**config.mk**
```make
export PLATFORM = sky130hd
export DESIGN_NAME = dmem_arbiter
export DESIGN_NICKNAME = d
export VERILOG_FILES = /design/src/rtl/Pipe_Buf_Reg_PKG.sv /design/src/rtl/dmem_starve_ctr.sv /design/src/rtl/dmem_arbiter.sv
export SDC_FILE = /design/constraint.sdc
export NUM_CORES = 1
export LEC_CHECK = 0
export CORE_ASPECT_RATIO = 1.2
export CORE_MARGIN = 3
export CORE_UTILIZATION = 29
export CTS_BUF_LIST = sky130_fd_sc_hd__clkbuf_2
export CTS_CLUSTER_SIZE = 28
export DETAILED_ROUTE_END_ITERATION = 10
export HOLD_SLACK_MARGIN = 0.06
export PLACE_DENSITY = 0.8
export SLEW_MARGIN = 25
export SYNTH_ARGS = -nofsm -noshare
export SYNTH_HDL_FRONTEND = slang
export SYNTH_SLANG_ARGS = --single-unit
```
**constraint.sdc**
```tcl
create_clock -name clk -period 1.8 [get_ports clk]
set_clock_uncertainty 0.1 [all_clocks]
set_input_delay 0.45 -clock clk [delete_from_list [all_inputs] [get_ports clk]]
set_output_delay 0.45 -clock clk [all_outputs]
set_load 0.005 [all_outputs]
```
**src/rtl/Pipe_Buf_Reg_PKG.sv**
```systemverilog
// Shared types for the data-memory arbiter and the pipeline buffers.
// Latency: n/a (types and constants only).
// Backpressure: n/a.
package Pipe_Buf_Reg_PKG;

    // Width of the external-requester starvation counter (holds 1..255).
    localparam int STARVE_CNT_W = 8;

    // ARB_CORE  : core has priority; the external requester is granted only
    //             in cycles where the core does not touch memory.
    // ARB_FORCE : the external requester has lost STARVE_LIMIT cycles in a
    //             row and is granted now, stalling the core if required.
    typedef enum logic [0:0] {
        ARB_CORE  = 1'b0,
        ARB_FORCE = 1'b1
    } arb_state_e;

endpackage

```
**src/rtl/dmem_starve_ctr.sv**
```systemverilog
// Starvation counter and force FSM for the data-memory arbiter.
// Latency: force_ext is registered; it rises the cycle after the LIMIT-th lost cycle.
// Backpressure: none; it counts the cycles in which the core blocks a pending external request.
//
// Ports:
//   clk, reset   clock and synchronous active-high reset
//   ext_req      external request pending
//   core_act     core is reading or writing memory this cycle
//   ext_gnt      external request granted this cycle (from the top-level grant logic)
//   force_ext    external requester must be granted this cycle, even over the core
module dmem_starve_ctr
    import Pipe_Buf_Reg_PKG::*;
#(
    parameter int STARVE_LIMIT = 4
) (
    input  logic clk,
    input  logic reset,
    input  logic ext_req,
    input  logic core_act,
    input  logic ext_gnt,
    output logic force_ext
);

    localparam logic [STARVE_CNT_W-1:0] LIMIT    = STARVE_CNT_W'(STARVE_LIMIT);
    localparam logic [STARVE_CNT_W-1:0] LIMIT_M1 = STARVE_CNT_W'(STARVE_LIMIT - 1);

    logic [STARVE_CNT_W-1:0] starve_cnt;
    arb_state_e              state_q;
    arb_state_e              state_d;
    logic                    lose;

    // A cycle is "lost" when the external side asks but the core keeps memory.
    assign lose = ext_req & core_act & ~ext_gnt;

    always_ff @(posedge clk) begin
        if (reset) begin
            starve_cnt <= '0;
        end else if (!ext_req || ext_gnt) begin
            starve_cnt <= '0;
        end else if (lose && (starve_cnt != LIMIT)) begin
            starve_cnt <= starve_cnt + STARVE_CNT_W'(1);
        end
    end

    always_ff @(posedge clk) begin
        if (reset) begin
            state_q <= ARB_CORE;
        end else begin
            state_q <= state_d;
        end
    end

    // The FSM enters ARB_FORCE on the same edge the counter reaches LIMIT, so
    // ARB_FORCE is equivalent to starve_cnt == LIMIT without needing the
    // comparator in the grant path.
    always_comb begin
        state_d = state_q;
        unique case (state_q)
            ARB_CORE: begin
                if (lose && (starve_cnt == LIMIT_M1)) begin
                    state_d = ARB_FORCE;
                end
            end
            ARB_FORCE: begin
                // A withdrawn request also leaves ARB_FORCE, matching the counter clear.
                if (ext_gnt || !ext_req) begin
                    state_d = ARB_CORE;
                end
            end
            default: state_d = ARB_CORE;
        endcase
    end

    assign force_ext = (state_q == ARB_FORCE);

endmodule

```
**src/rtl/dmem_arbiter.sv**
```systemverilog
// Shares the single data-memory port between the MEM stage (priority) and an external requester.
// Latency: core access 0 cycles; ext write completes in its grant cycle; ext read data 1 cycle after grant.
// Backpressure: ext_req is held until the one-cycle ext_gnt; core_stall freezes the pipeline for a forced ext grant.
//
// Ports:
//   clk, reset                          clock and synchronous active-high reset
//   core_rd/wr/addr/wdata/funct3        MEM-stage access from the EX/MEM register
//   core_rdata                          load data to MEM/WB, straight from mem_rdata
//   core_stall                          freezes PC..EX/MEM and bubbles MEM/WB
//   ext_req/we/addr/wdata/funct3        external access, held until ext_gnt
//   ext_gnt, ext_rdata, ext_rvalid      grant pulse and registered read return
//   mem_rd/wr/addr/wdata/funct3         to datamemory
//   mem_rdata                           combinational read data from datamemory
//   perf_stall_cnt, perf_ext_cnt        present only when DMEM_ARB_PERF_EN is defined
//
// Optional feature: define DMEM_ARB_PERF_EN to add the two 32-bit performance counters.
module dmem_arbiter
    import Pipe_Buf_Reg_PKG::*;
#(
    parameter int DM_ADDRESS   = 9,
    parameter int DATA_W       = 32,
    parameter int STARVE_LIMIT = 4
) (
    input  logic                  clk,
    input  logic                  reset,
    input  logic                  core_rd,
    input  logic                  core_wr,
    input  logic [DM_ADDRESS-1:0] core_addr,
    input  logic [DATA_W-1:0]     core_wdata,
    input  logic [2:0]            core_funct3,
    output logic [DATA_W-1:0]     core_rdata,
    output logic                  core_stall,
    input  logic                  ext_req,
    input  logic                  ext_we,
    input  logic [DM_ADDRESS-1:0] ext_addr,
    input  logic [DATA_W-1:0]     ext_wdata,
    input  logic [2:0]            ext_funct3,
    output logic                  ext_gnt,
    output logic [DATA_W-1:0]     ext_rdata,
    output logic                  ext_rvalid,
    output logic                  mem_rd,
    output logic                  mem_wr,
    output logic [DM_ADDRESS-1:0] mem_addr,
    output logic [DATA_W-1:0]     mem_wdata,
    output logic [2:0]            mem_funct3,
    input  logic [DATA_W-1:0]     mem_rdata
`ifdef DMEM_ARB_PERF_EN
    ,
    output logic [31:0]           perf_stall_cnt,
    output logic [31:0]           perf_ext_cnt
`endif
);

    logic core_act;
    logic force_ext;

    assign core_act = core_rd | core_wr;

    dmem_starve_ctr #(
        .STARVE_LIMIT (STARVE_LIMIT)
    ) u_starve_ctr (
        .clk       (clk),
        .reset     (reset),
        .ext_req   (ext_req),
        .core_act  (core_act),
        .ext_gnt   (ext_gnt),
        .force_ext (force_ext)
    );

    // Core wins unless it is idle or the external side has starved long enough.
    assign ext_gnt    = ext_req & (~core_act | force_ext);
    assign core_stall = core_act & ext_gnt;

    // The losing requester is fully masked so it can never touch memory.
    assign mem_rd     = ext_gnt ? ~ext_we : (core_rd & ~core_stall);
    assign mem_wr     = ext_gnt ?  ext_we : (core_wr & ~core_stall);
    assign mem_addr   = ext_gnt ? ext_addr   : core_addr;
    assign mem_wdata  = ext_gnt ? ext_wdata  : core_wdata;
    assign mem_funct3 = ext_gnt ? ext_funct3 : core_funct3;

    // The pipeline ignores this while stalled, so no masking is needed.
    assign core_rdata = mem_rdata;

    // Read return: reset wins, so a read granted in the reset cycle never returns.
    always_ff @(posedge clk) begin
        if (reset) begin
            ext_rvalid <= 1'b0;
            ext_rdata  <= '0;
        end else begin
            ext_rvalid <= ext_gnt & ~ext_we;
            if (ext_gnt && !ext_we) begin
                ext_rdata <= mem_rdata;
            end
        end
    end

`ifdef DMEM_ARB_PERF_EN
    always_ff @(posedge clk) begin
        if (reset) begin
            perf_stall_cnt <= '0;
            perf_ext_cnt   <= '0;
        end else begin
            if (core_stall) begin
                perf_stall_cnt <= perf_stall_cnt + 32'd1;
            end
            if (ext_gnt) begin
                perf_ext_cnt <= perf_ext_cnt + 32'd1;
            end
        end
    end
`endif

endmodule

```
==> impl_metrics.toml <==
[outcome]
status = "complete, but fails checks"
failed_checks = "setup timing"

[yosys]
synth.distinct_cells = 28
async_reset_ff_share_pct = 0
syn_inst = 289
ys_seq_area_share_pct = 32.14
ys.flop_type = "dfxtp_1"
ys_ff_latch = 42
syn_nets = 417
synth_edf_count = 0
syn_area_um2 = 2616
ys_warn_count = 0
post_synth.cell_area_avg_um2 = 9.053

[layout]
fillers = 737
nets = 654
syn_to_final_growth_pct = 112.5
final_common_cell = "clkdlybuf4s50_1"
final_cell_mix = "clkdlybuf4s50_1, dlygate4sd2_1, buf_6"
stdcell_count = 645
multi_input_area_um2 = 1587
seq_area_um2 = 879.6
drive_above_1_share_pct = 35.67

[sta]
setup_slack_ns = -0.5782
hold_viol = 0
slew_viol_final = 0
setup_viol = 48
fmax_mhz = 420.5
worstMarginPinSlew_ns = 0.5280
finalCritPeriodShare_pct = 132.1
rsz0062_at_grt = "true"
slew_headroom_pct = 64.53
period_minus_slack_ns = 2.378

[worst_hold_path]
min_from = "ext_rdata[8]$_SDFFE_PP0P_"
hold_path_depth = 2
hold_path.class = "reg -> reg"
min_to = "ext_rdata[8]$_SDFFE_PP0P_"

[floorplanning]
floorplan.die_area_um2 = 10200
coreArea_um2 = 8703
initial_core_util_pct = 30.06
fp.dieH_um = 110.0
std_cell_rows = 37
die_w_um = 92.71
ios = 239

[detailed_routing]
vias = 3183
drt-pass1-iter-count = 4
first_iter_violations = 124
avgViaCountPerCell = 4.935
wl_um = 13690
drc = 0
wire_per_inst_um = 21.22
ant_nets = 0

[grt]
grt_overflow = 0
antenna_found_initial = 4
grt_usage_pct = 25.05
grt_max_degree = 58
grt_pass1_wl_um = 19060
first_global_vias = 3230

[setup_path]
rr_endpoint = "u_starve_ctr.starve_cnt[0]$_SDFFE_PP0P_"
rr_worst_depth = 5
crit_type = "in -> out"
start_kind = "input port"
crit_required_ns = 1.25
cp_max_fo = 7
cp-end-kind = "output pin"
worstReg2RegStart = "u_starve_ctr.starve_cnt[1]$_SDFFE_PP0P_"
crit_start = "core_wr"
arrival_ns = 1.83
worst-r2r-setup-slack_ns = 0.25

[clock_tree]
clkTransAtPathRegs_ns = 0.24
cts_buffers = 5
htreeDepth = 2
tritoncts_num_sinks = 42
clockBufferDepth = 2
worstSkewPairLatency_ns = 0.41
root_buffer = "clkbuf_2"
cts_tree = "done"

[placed_design]
place_inst = 609
io_buffers = 238
dp.final_hpwl_um = 10020
place_congestion = 0.8536

[power]
vdd_drop_max_mv = 0.2894
total_power_w = 0.002341
power_density_nw_per_um2 = 421.1
leakagePower_nw = 2.523

[run]
maxCapViolCount = 0
==> sequential cells by signal, summed over array words and instances, names as in the netlist <==
signal / count
ext_rdata: 32
u_starve_ctr.starve_cnt: 8
ext_rvalid: 1
u_starve_ctr.force_ext: 1
==> where the power goes <==
group	internal [W]	total [W]	switching, W
logic	0.000627	0.000949	0.000321
clock network	0.0000971	0.000432	0.000335
registers	0.000951	0.000960	0.00000880
total	0.00168	0.00234	0.000665
==> timing repair <==
action	CTS	global route
setup buffers	16	8
pin swaps	4	1
gates resized for setup	348	41
endpoints found under the hold margin	0	0
gates cloned	3	2
endpoints found under the setup margin	113	48
hold buffers	0	0
==> how the worst max path moves through the flow <==
stage,end,slack [ns],cells after the start
6_report,mem_wdata[13],-0.58,8
3_3_place_gp,mem_wdata[29],-0.97,6
5_1_grt,mem_funct3[1],-0.62,7
2_1_floorplan,mem_addr[2],0.002,4
4_1_cts,mem_wdata[18],-0.67,6
3_5_place_dp,mem_addr[3],-1.00,6
==> per-layer routing <==
| layer | part of all wire [%] | GRT usage [%] |
|---|---|---|
| met1 | 38 | 29.44 |
| met2 | 45 | 40.95 |
| met3 | 14 | 13.10 |
| met4 | 2.0 | 5.340 |
| met5 | 0.43 | 0 |
==> cells in the mapped netlist (2+ instances only) <==
library cell	count	area share, %
ha_1	2	0.96
nand3_1	6	1.1
o21ai_0	37	7.1
nand2_1	3	0.43
a21oi_1	39	7.5
buf_4	32	9.2
or3b_1	32	11
nor2_1	5	0.72
buf_6	4	1.7
or3_1	4	0.96
dfxtp_1	42	32
nor3_1	2	0.38
buf_2	6	1.1
clkbuf_1	13	1.9
inv_1	4	0.57
mux2_2	45	19
xor2_1	2	0.67
==> critical path: stages <==
cell	delay, ns
dlygate4sd2_1	0.28
o21bai_4	0.18
nand2_4	0.09
buf_12	0.16
buf_12	0.13
buf_4	0.13
mux2_4	0.30
buf_6	0.12
==> area by class of cell <==
class / count / share of cell area (%)
Antenna cell: 1 / 0.04501
Tap cell: 117 / 2.633
Clock inverter: 3 / 0.3376
Multi-Input combinational cell: 188 / 28.54
Inverter: 4 / 0.3601
Clock buffer: 5 / 0.4501
Sequential cell: 42 / 15.82
Timing Repair Buffer: 285 / 51.81
==> logic make-up (layout without fill, tap and decap cells) <==
family / count (synthesis) / count (layout) / share of synthesized area (%)
simple gates: 58 / 58 / 16.31
fa+ha+maj: 2 / 2 / 0.9563
compound gates: 81 / 81 / 16.07
mux: 45 / 45 / 19.37
other cells: 0 / 1 / 0
buf+inv: 59 / 297 / 14.49
xor+xnor: 2 / 2 / 0.6697
flops: 42 / 42 / 32.14
==> stage by stage <==
step | TNS, ns | utilization [%] | hold slack (ns) | worst slack [ns] | instance area [um^2]
after global routing | -26.80 | 63.84 | 0.4109 | -0.6154 | 5557
final | -23.85 | 63.87 | 0.3857 | -0.5782 | 5559
after global placement | -62.46 | 57.29 | 0.3601 | -0.9695 | 4986
after CTS | -24.98 | 62.09 | 0.3875 | -0.6746 | 5404
after floorplan | 0 | - | 0.3700 | 0.002066 | 2629
after detailed placement | -64.28 | 57.29 | 0.3651 | -1.002 | 4986
No activity file was read; power rests on OpenSTA's default activity.
